[src/rtl/mode_speed_pkg.sv]
// ---------------------------------------------------------------------------
// mode_speed_pkg
// Shared definitions for the push-button mode/speed front end:
//   - select width and count for the display mode and speed selects
//   - default debounce and long-press durations (50 MHz clock)
//   - key indices used to address the per-key debouncer instances
//   - sel_t, the 2-bit select type carried on mode / sw
//   - sel_next(), modulo-4 increment used for each press
// ---------------------------------------------------------------------------
package mode_speed_pkg;

    localparam int SEL_W     = 2;
    localparam int SEL_COUNT = 4;

    // 20 ms and 2 s at 50 MHz
    localparam int DEBOUNCE_CYCLES_DEF = 1_000_000;
    localparam int LONG_CYCLES_DEF     = 100_000_000;

    localparam int NUM_KEYS  = 2;
    localparam int KEY_MODE  = 0;
    localparam int KEY_SPEED = 1;

    typedef logic [SEL_W-1:0] sel_t;

    // Step a select to its next value, wrapping 3 -> 0.
    function automatic sel_t sel_next(input sel_t s);
        return sel_t'((int'(s) + 1) % SEL_COUNT);
    endfunction

endpackage

[src/rtl/btn_debounce.sv]
// ---------------------------------------------------------------------------
// btn_debounce
// One raw board key -> 2-FF synchronizer -> debounce counter -> clean level.
// Ports:
//   clk      in  system clock
//   rst      in  synchronous active-high reset
//   btn_raw  in  raw asynchronous key level
//   db       out debounced level, 1 = pressed (registered)
//   press    out single-cycle strobe, high on the edge where db goes
//                released -> pressed (combinational, aligned with db_d so the
//                consumer can register its reaction on that same edge)
// DEBOUNCE_CYCLES must be >= 2.
// ---------------------------------------------------------------------------
module btn_debounce
    import mode_speed_pkg::*;
#(
    parameter int DEBOUNCE_CYCLES = DEBOUNCE_CYCLES_DEF,
    parameter bit BTN_ACTIVE_LOW  = 1'b1
) (
    input  logic clk,
    input  logic rst,
    input  logic btn_raw,
    output logic db,
    output logic press
);

    localparam int               CNT_W        = $clog2(DEBOUNCE_CYCLES);
    localparam logic [CNT_W-1:0] CNT_LAST     = CNT_W'(DEBOUNCE_CYCLES - 1);
    localparam logic             RELEASED_RAW = BTN_ACTIVE_LOW ? 1'b1 : 1'b0;

    logic             sync1_q, sync1_d;
    logic             sync2_q, sync2_d;
    logic             db_q, db_d;
    logic [CNT_W-1:0] cnt_q, cnt_d;
    logic             level_pressed;

    // Synchronized level translated to "1 = pressed" regardless of polarity.
    assign level_pressed = (sync2_q != RELEASED_RAW);

    always_comb begin
        sync1_d = btn_raw;
        sync2_d = sync1_q;
        db_d    = db_q;
        cnt_d   = cnt_q;
        press   = 1'b0;
        if (level_pressed == db_q) begin
            // Any agreement restarts the window, so short glitches vanish.
            cnt_d = '0;
        end else if (cnt_q == CNT_LAST) begin
            db_d  = ~db_q;
            cnt_d = '0;
            press = ~db_q;
        end else begin
            cnt_d = cnt_q + 1'b1;
        end
    end

    always_ff @(posedge clk) begin
        if (rst) begin
            // Start from the released level so reset never looks like a press.
            sync1_q <= RELEASED_RAW;
            sync2_q <= RELEASED_RAW;
            db_q    <= 1'b0;
            cnt_q   <= '0;
        end else begin
            sync1_q <= sync1_d;
            sync2_q <= sync2_d;
            db_q    <= db_d;
            cnt_q   <= cnt_d;
        end
    end

    assign db = db_q;

endmodule

[src/rtl/mode_speed_ctrl.sv]
// ---------------------------------------------------------------------------
// mode_speed_ctrl
// Push-button front end for the 4-mode LED display. Two raw keys are
// debounced; each clean press steps the mode or speed select (mod 4) and
// raises the matching one-cycle change pulse. All outputs are registered.
//
// Ports:
//   clk_50     in  50 MHz system clock
//   rst        in  synchronous active-high reset
//   btn_mode   in  raw asynchronous mode key
//   btn_speed  in  raw asynchronous speed key
//   mode       out display mode select 0..3
//   sw         out speed select 0..3
//   mode_chg   out one-cycle pulse when mode is updated
//   speed_chg  out one-cycle pulse when sw is updated
//
// Optional feature, macro MODE_SPEED_LONG_PRESS_EN:
//   holding the debounced mode key for LONG_CYCLES cycles clears both
//   selects once per hold and pulses both change outputs. Without the macro
//   there is no hold counter and LONG_CYCLES is ignored.
// ---------------------------------------------------------------------------
module mode_speed_ctrl
    import mode_speed_pkg::*;
#(
    parameter int DEBOUNCE_CYCLES = DEBOUNCE_CYCLES_DEF,
    parameter int LONG_CYCLES     = LONG_CYCLES_DEF,
    parameter bit BTN_ACTIVE_LOW  = 1'b1
) (
    input  logic       clk_50,
    input  logic       rst,
    input  logic       btn_mode,
    input  logic       btn_speed,
    output logic [1:0] mode,
    output logic [1:0] sw,
    output logic       mode_chg,
    output logic       speed_chg
);

    logic [NUM_KEYS-1:0] btn_raw;
    logic [NUM_KEYS-1:0] key_db;
    logic [NUM_KEYS-1:0] key_press;

    assign btn_raw[KEY_MODE]  = btn_mode;
    assign btn_raw[KEY_SPEED] = btn_speed;

    genvar gi;
    generate
        for (gi = 0; gi < NUM_KEYS; gi++) begin : g_key
            btn_debounce #(
                .DEBOUNCE_CYCLES (DEBOUNCE_CYCLES),
                .BTN_ACTIVE_LOW  (BTN_ACTIVE_LOW)
            ) u_btn_debounce (
                .clk     (clk_50),
                .rst     (rst),
                .btn_raw (btn_raw[gi]),
                .db      (key_db[gi]),
                .press   (key_press[gi])
            );
        end
    endgenerate

    sel_t mode_q, mode_d;
    sel_t sw_q, sw_d;
    logic mode_chg_q, mode_chg_d;
    logic speed_chg_q, speed_chg_d;

`ifdef MODE_SPEED_LONG_PRESS_EN
    localparam int              HOLD_W    = $clog2(LONG_CYCLES + 1);
    localparam logic [HOLD_W-1:0] HOLD_MAX  = HOLD_W'(LONG_CYCLES);
    localparam logic [HOLD_W-1:0] HOLD_LAST = HOLD_W'(LONG_CYCLES - 1);

    logic [HOLD_W-1:0] hold_q, hold_d;
    logic              long_fire;
`else
    // Debounced levels only feed the hold counter, which is absent here.
    logic key_db_unused;
    localparam int long_cycles_unused = LONG_CYCLES;
    assign key_db_unused = ^key_db;
`endif

    always_comb begin
        mode_d      = mode_q;
        sw_d        = sw_q;
        mode_chg_d  = 1'b0;
        speed_chg_d = 1'b0;

        if (key_press[KEY_MODE]) begin
            mode_d     = sel_next(mode_q);
            mode_chg_d = 1'b1;
        end
        if (key_press[KEY_SPEED]) begin
            sw_d        = sel_next(sw_q);
            speed_chg_d = 1'b1;
        end

`ifdef MODE_SPEED_LONG_PRESS_EN
        hold_d    = hold_q;
        long_fire = 1'b0;
        if (!key_db[KEY_MODE]) begin
            hold_d = '0;
        end else if (hold_q != HOLD_MAX) begin
            // Saturate at HOLD_MAX so a single hold fires exactly once.
            hold_d    = hold_q + 1'b1;
            long_fire = (hold_q == HOLD_LAST);
        end
        // Placed last so a coincident speed press loses to the clear.
        if (long_fire) begin
            mode_d      = '0;
            sw_d        = '0;
            mode_chg_d  = 1'b1;
            speed_chg_d = 1'b1;
        end
`endif
    end

    always_ff @(posedge clk_50) begin
        if (rst) begin
            mode_q      <= '0;
            sw_q        <= '0;
            mode_chg_q  <= 1'b0;
            speed_chg_q <= 1'b0;
        end else begin
            mode_q      <= mode_d;
            sw_q        <= sw_d;
            mode_chg_q  <= mode_chg_d;
            speed_chg_q <= speed_chg_d;
        end
    end

`ifdef MODE_SPEED_LONG_PRESS_EN
    always_ff @(posedge clk_50) begin
        if (rst) begin
            hold_q <= '0;
        end else begin
            hold_q <= hold_d;
        end
    end
`endif

    assign mode      = mode_q;
    assign sw        = sw_q;
    assign mode_chg  = mode_chg_q;
    assign speed_chg = speed_chg_q;

endmodule

[config.mk]
export PLATFORM = sky130hd
export DESIGN_NAME = mode_speed_ctrl
export DESIGN_NICKNAME = d
export VERILOG_FILES = /design/src/rtl/mode_speed_pkg.sv /design/src/rtl/btn_debounce.sv /design/src/rtl/mode_speed_ctrl.sv
export SDC_FILE = /design/constraint.sdc
export NUM_CORES = 1
export LEC_CHECK = 0
export ABC_AREA = 1
export BUFFER_PORTS_ARGS = -buffer_cell sky130_fd_sc_hd__buf_2
export CORE_MARGIN = 5
export CORE_UTILIZATION = 30
export CTS_BUF_LIST = sky130_fd_sc_hd__clkbuf_4
export DETAILED_ROUTE_END_ITERATION = 8
export PLACE_DENSITY = 0.44
export RECOVER_POWER = 25
export SETUP_SLACK_MARGIN = 0.5
export SLEW_MARGIN = 30
export SYNTH_ARGS = -nofsm -noshare
export SYNTH_HDL_FRONTEND = slang
export SYNTH_SLANG_ARGS = --single-unit
[constraint.sdc]
create_clock -name clk_50 -period 1.9 [get_ports clk_50]
set_input_delay 0.38 -clock clk_50 [delete_from_list [all_inputs] [get_ports clk_50]]
set_output_delay 0.38 -clock clk_50 [all_outputs]
set_load 0.05 [all_outputs]
After elaboration in Yosys (flattened, before gate mapping)
Index checks and enable logic that the tools add are counted.

Flip-flop bits (word level): 52. Input bits: 4. Output and inout port bits: 6.

Add/subtract/negate cells: 4. Eq/ne operators: 4. Multiplexer cells: 6. Bitwise gates (word level): 6. Reductions and logical operators: 4.

Operator list (number): $add 20x1->20 const B (2); $eq 20x20->1 const B (2); $mux 1 (6); $not 1->1 (6); $reduce_or 3->1 (2); $add 2x1->2 const B (2); $reduce_and 2->1 (2); $eq 1x1->1 (2).

Depth between registers and ports, before layout
Gate-level depths: netlist of run 1.

Depth in word-level cells: 4. Mapped depth: 10.

Cells and area by module
A second synthesis of run 1 with hierarchy kept.

Cell total of the unflattened synthesis: 349. Area, all modules: 2506.2 µm².

Modules (own cells, without submodules): btn_debounce (instances 2, cells an instance 161, area an instance 1151.1 µm²); mode_speed_ctrl (instances 1, cells an instance 27, area an instance 203.9 µm²).

Least setup slack after synthesis of run 1
Ideal clock, no wire load.

Path type: flip-flop to flip-flop. Start point: reg g_key[0].u_btn_debounce.cnt_q[0]. End point: reg g_key[0].u_btn_debounce.cnt_q[9]. Library setup time: 0.115 ns. Arrival time: 1.315 ns. Setup slack: 0.471 ns. Stages on the path, launching flop included: 8. Clock period less this slack: 1.429 ns. Path through: dfxtp_1 ha_1 nand2_2 nor2_4 nand3_2 o21ai_4 buf_6 nor2_1.

Longest elaborated chain between the ends: 2. Elaborated cells on any way between the ends: 3. Classes of those cells: 1 x add/sub; 1 x eq/ne; 1 x reduce/logical.

Ends and longest elaborated chain: from (decl) (RTL line btn_debounce.sv:34) `logic [CNT_W-1:0] cnt_q, cnt_d;`; from (signal assigned) (RTL line btn_debounce.sv:69) `cnt_q <= cnt_d;`; parallel branches: the longest is 2 deep, another holds $add 20x1->20.

Parallel ways; which one is timed is not known. A chain may end at the register's enable or synchronous reset.

Worst setup path after layout of run 1
Start point: reg g_key[0].u_btn_debounce.cnt_q[0]. End point: reg mode_q[1] (netlist: mode[1]).

Longest elaborated chain between the ends: 3.

Ends and longest elaborated chain: $eq 20x20->1 (RTL line btn_debounce.sv:49) `end else if (cnt_q == CNT_LAST) begin`; $mux 1 (RTL line btn_debounce.sv:49); $mux 1 (RTL line btn_debounce.sv:46) `if (level_pressed == db_q) begin`; to (signal assigned) (RTL line mode_speed_ctrl.sv:123) `mode_q <= mode_d;`; to (decl) (RTL line mode_speed_ctrl.sv:62) `sel_t mode_q, mode_d;`.

No other way between the ends.

==> reports/metrics.yaml, run 1 <==
worst_pin_slew_ps: 597.4
clock-root-buffer: "clkbuf_4"
antenna_found_initial: 0
p_per_area_nw_per_um2: 505.4
dpl.hpwl_um: 3986
synth_most_common_cell: "nand2_1"
status: "finished clean"
critPathCaptureType: "flop"
whs_ps: 164.9
nets: 395
fp.dieW_um: 102.4
hold_viol_final: 0
grt_pass1_wl_um: 9425
pre_cts_slack_ps: 302.9
p_leak_nw: 1.062
slowest_stage: "dfxtp_4"
clockBufferDepth: 2
clk_pin_slew_ps: 160
drv_slew: 0
post_dp_cell_area_um2: 2730
io_pins: 10
slowest_delay_ps: 390
worst_setup_path_start_kind: "flop"
grt_pass1_vias: 2163
setup_viol: 0
synth_area_per_cell_um2: 7.311
h-tree-depth: 2
slew_headroom: 0.6034
postSynthCellCount: 350
syn-cell-area_um2: 2559
vias: 2288
critPathKind: "reg -> reg"
instances_no_fill: 495
dr.pass1.iters: 4
fin_tns_setup_ps: 0
fp.dieArea_um2: 10480
wl_um: 5899
skew_ps: 28.35
synth_common_cells: "nand2_1, nor2_1, dfxtp_1, inv_1, nand3_1"
arrival_ps: 1910
ys_warn_count: 0
clk_latency_ps: 380
area_delta_synth_final_pct: 28.75
coreArea_um2: 8258
portBuffers: 9
detail-route-antenna-nets: 0
fmax_mhz: 637.5
yosysTopAreaCell: "dfxtp_1"
synth_nets: 356
die_h_um: 102.4
yosysUniqueCellTypes: 33
min_path_type: "in -> reg"
crit_chain: "ha_4 > nand2_4 > nor2_4 > nand3_4 > nor2_1 > nand3_2 > nand2_1 > inv_1 > nor2_1"
drv_cap: 0
initial_core_util: 0.3098
clock-sinks: 52
post-route-util: 0.3989
gp_congestion: 0.7848
vias_per_cell: 4.622
ys.flop_type: "dfxtp_1"
wire_per_inst_um: 11.92
drt-initial-drc-count: 87
final_area_um2: 3294
synthArstFlopShare: 0
fin_ws_ps: 331.4
numCtsBuffers: 5
path_delay_family: "simple AND/OR/NAND/NOR gates"
final_layout_size_suffix_gt1_frac: 0.3564
crit_required_ps: 2240
ys_top_cells_by_area: "dfxtp_1, nand2_1, nor2_1, inv_1, xor2_1"
dp.cells: 462
insertedDiodeCount: 0
grt_start_max_net_pins: 19
fin_crit_ps: 1569
ys_ff_latch: 52
track_usage: 0.1127
drc: 0
netlist.area_leader.share: 0.4068
crit_fanout: 6
critPathMostFrequentCell: "nor2_1"
rsz0062_at_grt: "yes"
synth-edff-count: 0
grt-ovfl-total: 0
num_rows: 33
vdd_drop_max_mv: 0.2086
total_power_mw: 1.665
fillers: 889
yosysSeqAreaShare: 0.4068
cts_hold_buf: 0
finalCritPeriodShare: 0.8256
cts_tree: "built"
cp.buffers_inverters: 1
metal layers:
| layer | part of all wire | vias to the layer above | global-route usage |
|---|---|---|---|
| met2 | 0.47 | 43 | 0.1859 |
| li1 | - | 1193 | - |
| met1 | 0.47 | 1038 | 0.1436 |
| met4 | 0.022 | 0 | 0.04339 |
| met3 | 0.039 | 14 | 0.02457 |
| met5 | 0 | - | 0 |
timing repair:
action	CTS	global route
endpoints found under the setup margin	46	48
cloned	1	4
pin swaps	2	22
resized for setup	34	70
buffers inserted	3	17
cell families (layout without fill, tap and decap cells):
group / count (synthesis) / count (layout) / share of synthesized area
simple gates: 207 / 211 / 0.3907
flops: 52 / 52 / 0.4068
buf+inv: 46 / 82 / 0.07335
compound gates: 26 / 26 / 0.06112
xor+xnor: 17 / 17 / 0.05819
fa+ha+maj: 2 / 2 / 0.009778
power by group:
part / leakage, nW / internal, mW / switching [mW]
logic: 0.601 / 0.0176 / 0.0265
registers: 0.433 / 1.09 / 0.00331
clock network: 0.0274 / 0.146 / 0.379
total: 1.06 / 1.26 / 0.409
cell usage in the layout, fill, tap and decap left out, drive strengths merged:
| cell type | synthesis | layout |
|---|---|---|
| nor2 | 75 | 75 |
| xor2 | 13 | 13 |
| ha | 2 | 2 |
| or2 | 6 | 6 |
| nand3b | 3 | 3 |
| clkbuf | 1 | 8 |
| o21a | 1 | 1 |
| nand3 | 24 | 24 |
| dfxtp | 52 | 52 |
| o21bai | 1 | 1 |
| nor3 | 12 | 12 |
| o21ai | 6 | 6 |
| buf | 2 | 28 |
| clkinvlp | 0 | 2 |
| nand4 | 10 | 10 |
| a31oi | 2 | 2 |
| nor3b | 2 | 2 |
| a21oi | 16 | 16 |
| inv | 43 | 43 |
| nand2 | 75 | 79 |
| clkinv | 0 | 1 |
| xnor2 | 4 | 4 |
area by class of cell:
type	instances	area, um^2	share of cell area
Multi-Input combinational cell	256	1604	0.4869
Tap cell	105	131.4	0.03988
Inverter	43	166.4	0.05051
Clock buffer	5	37.54	0.01139
Timing Repair Buffer	31	251.5	0.07634
Sequential cell	52	1080	0.3278
Clock inverter	3	23.77	0.007216
path summary, 6_finish.rpt:
check / from / endpoint / slack (ps) / cells past startpoint
min: btn_mode / g_key[0].u_btn_debounce.sync1_q / 160 / 2
max reg2reg: g_key[0].u_btn_debounce.cnt_q[0] / mode[1] / 330 / 9
max: g_key[0].u_btn_debounce.cnt_q[0] / mode[1] / 330 / 9
min reg2reg: g_key[1].u_btn_debounce.sync1_q / g_key[1].u_btn_debounce.sync2_q / 430 / 1
flip-flops by register name, summed over array words and instances, names as in the netlist:
signal and cells:
g_key.u_btn_debounce.cnt_q 40, g_key.u_btn_debounce.db 2, g_key.u_btn_debounce.sync1_q 2, g_key.u_btn_debounce.sync2_q 2
mode 2, mode_chg 1, speed_chg 1, sw 2
Note: power is estimated with default switching activity, not from simulation.
==> run 2: changes to the inputs <==
clock period = 1.45 ns   (was 1.9 ns; I/O delays follow)
==> reports/metrics.yaml, run 2 (synthesized netlist as in run 1, its figures left out) <==
crit_fanout: 15  # +9
grt_pass1_vias: 2441  # +13%
insertedDiodeCount: 0  # unchanged
wire_per_inst_um: 12.13  # +1.8%
wl_um: 6297  # +6.7%
worst_setup_path_start_kind: "flop"
clockBufferDepth: 2  # unchanged
hold_viol_final: 0  # unchanged
p_int_mw: 1.654  # +32%
rsz0062_at_grt: "yes"
worst_pin_slew_ps: 602.4  # +5.027 ps
antenna_found_initial: 0  # unchanged
largest_reg_flops: 40  # unchanged
track_usage: 0.1293  # +0.01665
clk_latency_ps: 380  # about the same
dpl.hpwl_um: 4073  # +2.2%
h-tree-depth: 2  # unchanged
portBuffers: 9  # unchanged
largest-register: "g_key.u_btn_debounce.cnt_q"
total_power_mw: 2.216  # +33%
holdCritStartpoint: "btn_speed"
layout_common_cells: "nand2_1, nor2_1, buf_4"
clkPwrFrac: 0.328  # +0.012
final_layout_size_suffix_gt1_frac: 0.4783  # +0.1219
p_sw_mw: 0.5627  # +37%
power_frac_seq: 0.644  # -0.014
p_per_area_nw_per_um2: 587.5  # +16%
netSwitchingFraction: 0.2539  # +0.008095
reg2reg_from: "g_key[0].u_btn_debounce.cnt_q[0]"
die_h_um: 102.4  # unchanged
clk_pin_slew_ps: 180  # +20 ps
status: "finished clean"
p_leak_nw: 1.303  # +23%
vias: 2347  # +2.6%
critPathCaptureType: "flop"
dr.pass1.iters: 4  # unchanged
crit_start: "g_key[0].u_btn_debounce.cnt_q[0]"
clock-sinks: 52  # unchanged
fmax_mhz: 739.7  # +16%
fp.dieW_um: 102.4  # unchanged
drv_cap: 0  # unchanged
drv_slew: 0  # unchanged
drt-initial-drc-count: 64  # -26%
cts_tree: "built"
fp.dieArea_um2: 10480  # unchanged
layout_commonest_cell: "nand2_1"
finalCritPeriodShare: 0.9323  # +0.1067
arrival_ps: 1620  # -290 ps
grt_pass1_wl_um: 10820  # +15%
detail-route-antenna-nets: 0  # unchanged
grt_start_max_net_pins: 19  # unchanged
gp_congestion: 0.7933  # +1.1%
fin_crit_ps: 1352  # -216.7 ps
vias_per_cell: 4.522  # -2.2%
io_pins: 10  # unchanged
slew_headroom: 0.5984  # -0.005058
combinationalPowerShare: 0.028  # about the same
coreArea_um2: 8258  # unchanged
skew_ps: 24.80  # -3.553 ps
cts_hold_buf: 0  # unchanged
critPathKind: "reg -> reg"
area_delta_synth_final_pct: 47.43
crit_required_ps: 1720  # -520 ps
numCtsBuffers: 5  # unchanged
num_rows: 33  # unchanged
initial_core_util: 0.3098  # unchanged
nets: 419  # +6.1%
setup_viol: 0  # unchanged
post-route-util: 0.4568  # +0.05788
clock-root-buffer: "clkbuf_4"
grt-ovfl-total: 0  # unchanged
min_path_type: "in -> reg"
fin_tns_setup_ps: 0  # unchanged
vdd_drop_max_mv: 0.3777  # +81%
drc: 0  # unchanged
-- run 2: cell types whose count changed in the layout (fill, tap and decap cells not counted), moves of 7 or more --
cell | before | now
nand2_2 | 6 | 13
nor2_4 | 10 | 17
nor2_2 | 18 | 11
nand3_1 | 17 | 7
nand2_1 | 65 | 54
nand3_2 | 5 | 13
buf_4 | 19 | 34
-- run 2: final timing paths --
path / endpoint / slack (ps) / depth (start not counted)
hold reg to reg: g_key[0].u_btn_debounce.sync2_q / 430 / 1
hold / removal: g_key[1].u_btn_debounce.sync1_q / 70 / 2
setup / recovery: g_key[0].u_btn_debounce.cnt_q[5] / 100 / 7
setup reg to reg: g_key[0].u_btn_debounce.cnt_q[5] / 100 / 7
-- run 2: layout make-up --
class                      instances  area [um^2]
clock inverter                     3        27.53
fill                             823         4486
timing repair buffer              56        528.0
tap                              105        131.4
inverter                          43        166.4
clock buffer                       5        37.54
sequential                        52         1094
multi-input combinational        255         1788
-- run 2: through the flow --
step / std cells / area, um^2 / worst slack [ps] / hold WS [ps]
after global routing: 519 / 3772 / 6.301 / 38.71
after detailed placement: 472 / 2937 / 9.059 / 394.9
after global placement: 472 / 2937 / 25.83 / 391.3
after floorplan: 350 / 2691 / 115.4 / 389.5
final: 519 / 3772 / 98.11 / 71.38
after CTS: 513 / 3632 / 55.01 / 48.53
-- run 2: power by group through the flow --
stage	registers [mW]	logic, mW	clock network (mW)
floorplan	1.47	0.0315	0
global placement	1.47	0.0434	0
detailed placement	1.47	0.0437	0
CTS	1.44	0.0639	0.779
global route	1.43	0.0679	0.832
finish	1.43	0.0613	0.727
-- run 2: worst max-delay path, cell delays in order, from the launching register on --
cell and delay, ps:
dfxtp_2 390, ha_4 150, nand2_4 50, nor2_4 130, nand3_4 120, o21ai_4 190, buf_12 160, nor2_1 50
-- run 2: layer usage --
metal / GRT usage / part of all wire
met1: 0.1660 / 0.49
met5: 0 / 0
met4: 0.03734 / 0.013
met3: 0.02389 / 0.020
met2: 0.2214 / 0.48
-- run 2: timing repair --
action | 4_1_cts | 5_1_grt
endpoints found under the hold margin | 0 | 0
endpoints found under the setup margin | 54 | 54
buffers inserted | 30 | 6
gates resized for setup | 102 | 35
pin swaps | 40 | 20
cloned | 3 | 0
